[config.mk]
export PLATFORM = sky130hd
export DESIGN_NAME = bpu_correct_queue
export DESIGN_NICKNAME = d
export VERILOG_FILES = /design/src/rtl/bpu_correct_queue_pkg.sv /design/src/rtl/bpu_cq_classify.sv /design/src/rtl/bpu_correct_queue.sv
export SDC_FILE = /design/constraint.sdc
export NUM_CORES = 1
export LEC_CHECK = 0
export BUFFER_PORTS_ARGS = -buffer_cell sky130_fd_sc_hd__buf_2
export CAP_MARGIN = 20
export CORE_MARGIN = 2
export CORE_UTILIZATION = 51
export CTS_CLUSTER_SIZE = 28
export DETAILED_ROUTE_END_ITERATION = 7
export PLACE_DENSITY_LB_ADDON = 0.3
export RECOVER_POWER = 50
export SLEW_MARGIN = 20
export SYNTH_ARGS = -nofsm -noshare
export SYNTH_HDL_FRONTEND = slang
export SYNTH_SLANG_ARGS = --single-unit
export TNS_END_PERCENT = 30
[constraint.sdc]
create_clock -name clk -period 7.2 [get_ports clk]
set_input_delay 1.44 -clock clk [delete_from_list [all_inputs] [get_ports clk]]
set_output_delay 1.44 -clock clk [all_outputs]
set_load 0.01 [all_outputs]
[src/rtl/bpu_correct_queue_pkg.sv]
// Shared types for the BPU correction queue: branch-type encoding, the prediction
// carried down the pipeline, and the training update presented to the BPU.
package bpu_correct_queue_pkg;

    localparam int BPU_CQ_DEPTH = 8;

    typedef enum logic [2:0] {
        BR_NONE     = 3'd0,
        BR_COND     = 3'd1,
        BR_DIRECT   = 3'd2,
        BR_CALL     = 3'd3,
        BR_RET      = 3'd4,
        BR_INDIRECT = 3'd5
    } br_type_t;

    typedef struct packed {
        logic        is_branch;
        br_type_t    br_type;
        logic        taken;
        logic [31:0] target_pc;
        logic [1:0]  scnt;
        logic [7:0]  history;
    } predict_info_t;

    typedef struct packed {
        logic        update;
        logic [31:0] pc;
        logic [31:0] target_pc;
        br_type_t    branch_type;
        logic        is_branch;
        logic        taken;
        logic        type_miss;
        logic        target_miss;
        logic [1:0]  scnt;
        logic [7:0]  history;
    } correct_info_t;

endpackage

[src/rtl/bpu_cq_classify.sv]
// Combinational classifier for one retired slot: builds the BPU update entry and
// flags type, target and direction mispredictions.
module bpu_cq_classify
    import bpu_correct_queue_pkg::*;
(
    input  logic          [31:0] pc_i,
    input  predict_info_t        pred_i,
    input  logic                 is_branch_i,
    input  br_type_t             br_type_i,
    input  logic                 taken_i,
    input  logic          [31:0] target_i,
    output correct_info_t        entry_o,
    output logic                 type_miss_o,
    output logic                 target_miss_o,
    output logic                 dir_miss_o
);

    always_comb begin
        type_miss_o   = (pred_i.is_branch != is_branch_i) |
                        (is_branch_i & (pred_i.br_type != br_type_i));
        // A not-taken branch never redirects, so its target cannot be wrong.
        target_miss_o = is_branch_i & taken_i & (pred_i.target_pc != target_i);
        dir_miss_o    = pred_i.taken != taken_i;

        entry_o             = '0;
        entry_o.update      = 1'b1;
        entry_o.pc          = pc_i;
        entry_o.target_pc   = target_i;
        entry_o.branch_type = br_type_i;
        entry_o.is_branch   = is_branch_i;
        entry_o.taken       = taken_i;
        entry_o.type_miss   = type_miss_o;
        entry_o.target_miss = target_miss_o;
        entry_o.scnt        = pred_i.scnt;
        entry_o.history     = pred_i.history;
    end

endmodule

[src/rtl/bpu_correct_queue.sv]
// Collects up to two retired slots per cycle into an in-order FIFO and drains one
// BPU training update per cycle on slot 0 of correct_infos_o.
module bpu_correct_queue
    import bpu_correct_queue_pkg::*;
#(
    parameter int DEPTH = BPU_CQ_DEPTH
) (
    input  logic                      clk,
    input  logic                      rst,
    input  logic          [1:0]       commit_valid_i,
    input  logic          [1:0][31:0] commit_pc_i,
    input  predict_info_t [1:0]       commit_pred_i,
    input  logic          [1:0]       commit_is_branch_i,
    input  br_type_t      [1:0]       commit_br_type_i,
    input  logic          [1:0]       commit_taken_i,
    input  logic          [1:0][31:0] commit_target_i,
    output logic                      commit_ready_o,
    output correct_info_t [1:0]       correct_infos_o,
    output logic          [31:0]      miss_cnt_o
);

    localparam int PW = $clog2(DEPTH);
    localparam int CW = PW + 1;
    localparam logic [CW-1:0] READY_MAX = CW'(DEPTH - 2);

    logic [PW-1:0] wr_ptr_q, wr_ptr_d, rd_ptr_q, rd_ptr_d, wr1_addr;
    logic [CW-1:0] count_q, count_d;
    logic [31:0]   miss_cnt_q, miss_cnt_d;
    logic [32:0]   miss_sum;
    logic [1:0]    push_n, miss_inc;
    logic          pop;

    correct_info_t entry [2];
    logic [1:0]    type_miss, target_miss, dir_miss, relevant, any_miss;

    correct_info_t mem_q [DEPTH];

    // Ready leaves room for a full two-slot push even when no pop is counted.
    assign commit_ready_o = (count_q <= READY_MAX);

    for (genvar g = 0; g < 2; g++) begin : g_slot
        bpu_cq_classify u_classify (
            .pc_i          (commit_pc_i[g]),
            .pred_i        (commit_pred_i[g]),
            .is_branch_i   (commit_is_branch_i[g]),
            .br_type_i     (commit_br_type_i[g]),
            .taken_i       (commit_taken_i[g]),
            .target_i      (commit_target_i[g]),
            .entry_o       (entry[g]),
            .type_miss_o   (type_miss[g]),
            .target_miss_o (target_miss[g]),
            .dir_miss_o    (dir_miss[g])
        );

        assign relevant[g] = commit_valid_i[g] & commit_ready_o &
                             (commit_is_branch_i[g] | commit_pred_i[g].is_branch);
        assign any_miss[g] = relevant[g] & (type_miss[g] | target_miss[g] | dir_miss[g]);
    end

    always_comb begin
        pop      = (count_q != '0);
        push_n   = {1'b0, relevant[0]} + {1'b0, relevant[1]};
        miss_inc = {1'b0, any_miss[0]} + {1'b0, any_miss[1]};
        // A lone slot 1 takes wr_ptr; it only shifts when slot 0 also pushes.
        wr1_addr = wr_ptr_q + PW'(relevant[0]);
        wr_ptr_d = wr_ptr_q + PW'(push_n);
        rd_ptr_d = rd_ptr_q + PW'(pop);
        count_d  = count_q + CW'(push_n) - CW'(pop);

        miss_sum   = {1'b0, miss_cnt_q} + 33'(miss_inc);
        miss_cnt_d = miss_sum[32] ? '1 : miss_sum[31:0];
    end

    always_ff @(posedge clk or posedge rst) begin
        if (rst) begin
            wr_ptr_q   <= '0;
            rd_ptr_q   <= '0;
            count_q    <= '0;
            miss_cnt_q <= '0;
        end else begin
            wr_ptr_q   <= wr_ptr_d;
            rd_ptr_q   <= rd_ptr_d;
            count_q    <= count_d;
            miss_cnt_q <= miss_cnt_d;
        end
    end

    // Storage is not reset; stale contents are hidden by count_q.
    always_ff @(posedge clk) begin
        if (relevant[0]) mem_q[wr_ptr_q] <= entry[0];
        if (relevant[1]) mem_q[wr1_addr] <= entry[1];
    end

    always_comb begin
        correct_infos_o = '0;
        if (count_q != '0) begin
            correct_infos_o[0]        = mem_q[rd_ptr_q];
            correct_infos_o[0].update = 1'b1;
        end
    end

    assign miss_cnt_o = miss_cnt_q;

endmodule

==> metrics.cfg, run 1 <==
[status]
violations=capacitance limit, slew limit
status=finished, violations left

[setup_path]
crit_path_end_kind=primary output
worstSetupPathType=reg2out
cp_max_fo=38
cp-start-kind=register
worstPathArrival_ps=4800
critical_path_required_ps=5760

[clock_tree]
post_cts_resized=0
cts_tree=yes
cts_setup_buffers=0
clk_path_buf_depth=3
cts_root_buf=clkbuf_16
h-tree-depth=3
hold_buffers=0
cts_sinks=690
insertion_delay_ps=620
cts.reportedPaths.clkPinSlew_ps=60
cts_made_buffers=75

[floorplanning]
fp.dieW_um=270
die_h_um=270
initial_core_util_pct=51.5
core_area_um2=70100
ioPinCount=433
fp-row-count=97
die_area_um2=73000

[synth]
synth_top_area_share_pct=53.8
synth_enable_flop_cells=648
async_reset_ff_share_pct=6.09
seq_area_frac_synth_pct=56.8
synth_most_common_cell=edfxtp_1
ys_warn_count=0
synth_top_cell_by_area=edfxtp_1
dominantRegCellSynth=edfxtp_1
synth-seq-cells=690
synth_common_cells=edfxtp_1 (648), mux2_2 (625), mux4_2 (162), clkbuf_1 (101), mux2i_1 (101)
avgSynthCellArea_um2=16.0
syn-cell-area_um2=36100
netlist_instances=2252
ys_top_cells_by_area=edfxtp_1 (54%), mux2_2 (19%), mux4_2 (10%)
synth_cell_types=48

[placement]
gp_congestion=0.827
place_hpwl_mm=57.0
place_area_um2=38500
dp.cells=3381
portBuffers=350

[cells_and_area]
fin_cells=3534
design_area_um2=40600
final_layout_size_suffix_gt1_share_pct=48.4
layout.nets=2773
fin_util_pct=57.8
nFillCells=5524
area_growth_pct=12.3

[global_routing]
grt_overflow_total=0
grt_pass1_wl_mm=145
grt_pass1_vias=22371
grt_max_degree=83
grt_usage_pct=27.0
antenna_found_initial=22

[sta]
hold_viol=0
drv_slew=820
post-route-min-period_ps=6240
setup_violations=0
slew_headroom_pct=-119
fmax_mhz=160
whs_ps=550
skew_ps=18.5
tns_ps=0
rsz0062_at_grt=false
min_period_over_period_pct=86.7
worst_pin_slew_ps=3280

[job]
cap_violations=19

[detailed_routing]
wl_mm=99.5
first_pass_iters=5
final_antenna_net_count=0
drt_iter0_markers=1934
via_per_inst=6.02
route.detailed.drc=0
wl_per_cell_um=28.1
vias=21290

[pwr]
switching_share_pct=33.5
p_int_mw=9.78
combinationalPowerShare_pct=36.2
vdd_drop_max_v=0.000288
power_frac_seq_pct=38.7
p_per_area_nw_per_um2=363
pwr-share-clk_pct=25.1
leakage_nw=14.6
p_sw_mw=4.93

[min_path]
hp-class=reg2reg

-- through the flow --
| step | setup slack [ps] | power (mW) |
|---|---|---|
| after floorplan | -1320 | 9.26 |
| after global placement | 1550 | 11.0 |
| after detailed placement | 1490 | 11.1 |
| after CTS | 2150 | 14.8 |
| after global routing | 926 | 15.3 |
| final | 957 | 14.7 |
-- state kept, by name, indices dropped and copies added, names as in the netlist --
name / count
miss_cnt_o: 32
rd_ptr_q: 3
mem_q: 648
count_q: 4
wr_ptr_q: 3
-- final cells by class --
type | instances | area, um^2 | area share (%)
diodes | 18 | 45.0 | 0.111
multi-input cells | 1333 | 14400 | 35.5
flip-flops and latches | 690 | 20500 | 50.6
clock inverters | 36 | 208 | 0.512
repair buffers | 391 | 2010 | 4.96
inverters | 27 | 101 | 0.250
clock buffers | 99 | 2090 | 5.16
well taps | 940 | 1180 | 2.90
-- layout by cell type (no fill, tap or decap), types with 17 or more instances in the layout --
master and instances:
buf_2 305, buf_4 19, clkbuf_1 72, clkbuf_16 81
clkinv_1 22, conb_1 82, dfrtp_1 39, diode_2 18
edfxtp_1 648, inv_1 26, mux2_2 625, mux2i_1 101
mux4_2 162, nand2_1 39, nor2_1 92, nor4_1 17
xnor2_1 18, xor2_1 85
-- worst max-delay path, stage by stage, from the launching register on --
cell and delay (ps):
dfrtp_1 380, inv_1 100, ha_1 150, nor3b_1 470
clkbuf_1 2090, nor2_1 580, buf_2 340
-- cells by family (layout without fill, tap and decap cells) --
| family | Yosys count | after routing | share of synthesized area, % |
|---|---|---|---|
| simple gates | 215 | 215 | 2.87 |
| mux | 888 | 888 | 32.4 |
| xor+xnor | 103 | 103 | 2.50 |
| fa+ha+maj | 19 | 19 | 0.720 |
| compound gates | 26 | 26 | 0.464 |
| other cells | 1 | 100 | 0.0104 |
| buf+inv | 310 | 553 | 4.31 |
| flops | 690 | 690 | 56.8 |
-- path summary, 6_finish.rpt --
kind	from	end	slack (ps)	depth (start not counted)
hold reg to reg	miss_cnt_o[17]$_DFF_PP0_	miss_cnt_o[17]$_DFF_PP0_	550	2
min in group asynchronous	rst	miss_cnt_o[11]$_DFF_PP0_	1680	3
setup reg to reg	count_q[3]$_DFF_PP0_	mem_q[2][59]$_DFFE_PP_	1640	12
setup / recovery	count_q[2]$_DFF_PP0_	correct_infos_o[38]	960	6
hold / removal	miss_cnt_o[17]$_DFF_PP0_	miss_cnt_o[17]$_DFF_PP0_	550	2
max in group asynchronous	rst	rd_ptr_q[2]$_DFF_PP0_	3850	3
-- power groups by stage --
stage	clock (mW)	sequential (mW)	combinational (mW)
finish	3.69	5.70	5.32
detailed placement	0	5.77	5.37
global placement	0	5.73	5.30
floorplan	0	5.62	3.65
CTS	3.74	5.69	5.39
global route	3.88	5.76	5.66
-- routing by layer --
metal | up-vias | track usage (%) | wire length [um]
met4 | 18 | 9.01 | 2800
met2 | 950 | 45.0 | 49700
met1 | 11023 | 35.5 | 39200
li1 | 9099 | - | -
met3 | 200 | 5.35 | 7640
met5 | - | 0 | 108
No activity file was read; power rests on OpenSTA's default activity.
==> inputs of run 2 (changes only) <==
--- a/config.mk
+++ b/config.mk
@@ -11,6 +11,7 @@
 export CORE_UTILIZATION = 51
 export CTS_CLUSTER_SIZE = 28
 export DETAILED_ROUTE_END_ITERATION = 7
+export GPL_TIMING_DRIVEN = 0
 export PLACE_DENSITY_LB_ADDON = 0.3
 export RECOVER_POWER = 50
 export SLEW_MARGIN = 20
==> run 2 against run 1 <==
  * The flow still finishes with violations (capacitance limit, slew limit)
  * Utilization increased by 2.3 points
  * Wire length increased by 5.3%
  * Global-route usage is 1.4 points higher
  * Die area stayed put
  * Clock power about the same
  * Sequential power down 4.0%
  * Non-clock buffer count grew 216
==> metrics.cfg, run 2 (synthesis gave the netlist of run 1 again) <==
[clock_tree]
cts_setup_buffers=0
post_cts_resized=0
clk_path_buf_depth=3
cts.reportedPaths.clkPinSlew_ps=60
cts_made_buffers=75
cts_root_buf=clkbuf_16
insertion_delay_ps=630
cts_tree=yes
h-tree-depth=3
hold_buffers=0
cts_sinks=690

[placement]
place_area_um2=40200
place_hpwl_mm=70.5
gp_congestion=0.833
portBuffers=278

[setup_path]
worstPathArrival_ps=6370
critical_path_required_ps=7440
cp_max_fo=14
cp-start-kind=input port
r2r_end=mem_q[3][41]$_DFFE_PP_
worstSetupPathType=in2reg
crit_top_cell=clkbuf_1
rr_worst_depth=13
crit_path_end_kind=register
r2r_slack_ps=1530
path_cells=clkbuf_1 -> inv_1 -> ha_1 -> and3b_1 -> clkbuf_1 -> ha_1 -> ha_1 -> xnor2_1 -> nand2_1 -> o22ai_1 -> clkbuf_1 -> clkbuf_1
cp_slowest_cell=o22ai_1
slowest_delay_ps=1190
rr_startpoint=count_q[3]$_DFF_PP0_

[pwr]
total_power_mw=15.2
pwr-share-clk_pct=24.4
p_int_mw=9.98
combinationalPowerShare_pct=39.6
power_frac_seq_pct=36.0
p_sw_mw=5.19
vdd_drop_max_v=0.000237
switching_share_pct=34.2
p_per_area_nw_per_um2=360
leakage_nw=15.3

[sta]
post-route-min-period_ps=6120
fmax_mhz=163
setup_violations=0
worst_pin_slew_ps=1590
hold_viol=0
whs_ps=520
drv_slew=26
min_period_over_period_pct=85.0
rsz0062_at_grt=false
slew_headroom_pct=-6.30
skew_ps=12.8

[min_path]
hold_start=rd_ptr_q[0]$_DFF_PP0_
hp-class=reg2reg
worstHoldPathCells=1
whs_endpoint=rd_ptr_q[0]$_DFF_PP0_

[detailed_routing]
via_per_inst=5.99
first_pass_iters=5
vias=22362
drt_iter0_markers=2229
final_antenna_net_count=0
route.detailed.drc=0
wl_mm=105
wl_per_cell_um=28.0

[floorplanning]
fp-row-count=97
die_h_um=270
fp.dieW_um=270
die_area_um2=73000
ioPinCount=433
initial_core_util_pct=51.5
core_area_um2=70100

[cells_and_area]
regMostFlops=mem_q
final_cell_mix=edfxtp_1 (648), mux2_2 (622), buf_2 (267)
largest_register_ffs=648
final_layout_size_suffix_gt1_share_pct=46.7
nFillCells=5485
area_growth_pct=16.7
layout.nets=2989
final_common_cell=edfxtp_1
fin_util_pct=60.1
design_area_um2=42200

[global_routing]
grt_max_degree=37
grt_overflow_total=0
antenna_found_initial=13
grt_pass1_wl_mm=152
grt_usage_pct=28.4
grt_pass1_vias=22816

[job]
cap_violations=2

[status]
violations=capacitance limit, slew limit
status=finished, violations left

run 2: worst max-delay path, delay by kind of cell:
kind / cells / cell delay (ps)
compound gates: 1 / 1190
xor+xnor: 1 / 170
buf+inv: 5 / 2500
fa+ha+maj: 3 / 700
simple gates: 2 / 330
run 2: cell type report:
class / instances / area [um^2] / share of cell area (%)
antenna: 7 / 17.5 / 0.0415
buffer: 283 / 1420 / 3.37
clock buffer: 102 / 2090 / 4.96
clock inverter: 30 / 195 / 0.463
inverter: 27 / 101 / 0.240
multi-input combinational: 1333 / 14400 / 34.2
sequential: 690 / 20500 / 48.6
tap: 940 / 1180 / 2.79
timing repair buffer: 324 / 2220 / 5.26
run 2: per-layer routing:
layer	vias to the layer above	track usage (%)	share of wire, %
met5	-	0	0.069
met4	12	9.52	3.1
met3	227	6.29	9.2
met2	1132	47.1	49
met1	11430	37.2	38
li1	9561	-	-
run 2: how the worst max path moves through the flow:
| stage | start | end | slack [ps] | cells after the start |
|---|---|---|---|---|
| finish | commit_is_branch_i[0] | mem_q[3][41]$_DFFE_PP_ | 1080 | 12 |
| global placement | commit_is_branch_i[0] | mem_q[4][25]$_DFFE_PP_ | -8770 | 7 |
| floorplan | commit_is_branch_i[0] | mem_q[1][0]$_DFFE_PP_ | -1320 | 6 |
| CTS | commit_target_i[38] | miss_cnt_o[20]$_DFF_PP0_ | 1610 | 16 |
| detailed placement | commit_target_i[23] | miss_cnt_o[24]$_DFF_PP0_ | 1000 | 16 |
| global route | commit_is_branch_i[0] | mem_q[3][25]$_DFFE_PP_ | 900 | 12 |
run 2: power groups by stage:
stage	clock network [mW]	registers [mW]	logic, mW
6_report	3.70	5.47	6.00
5_1_grt	3.88	5.51	6.35
2_1_floorplan	0	5.62	3.65
4_1_cts	3.73	5.46	6.10
3_3_place_gp	0	5.80	5.57
3_5_place_dp	0	5.54	6.07
run 2: stage by stage:
step | setup TNS, ps | setup slack (ps) | cells
floorplan | -319780 | -1320 | 2333
global placement | -3503940 | -8770 | 3551
detailed placement | 0 | 996 | 3597
CTS | 0 | 1610 | 3729
global route | 0 | 898 | 3733
finish | 0 | 1080 | 3736
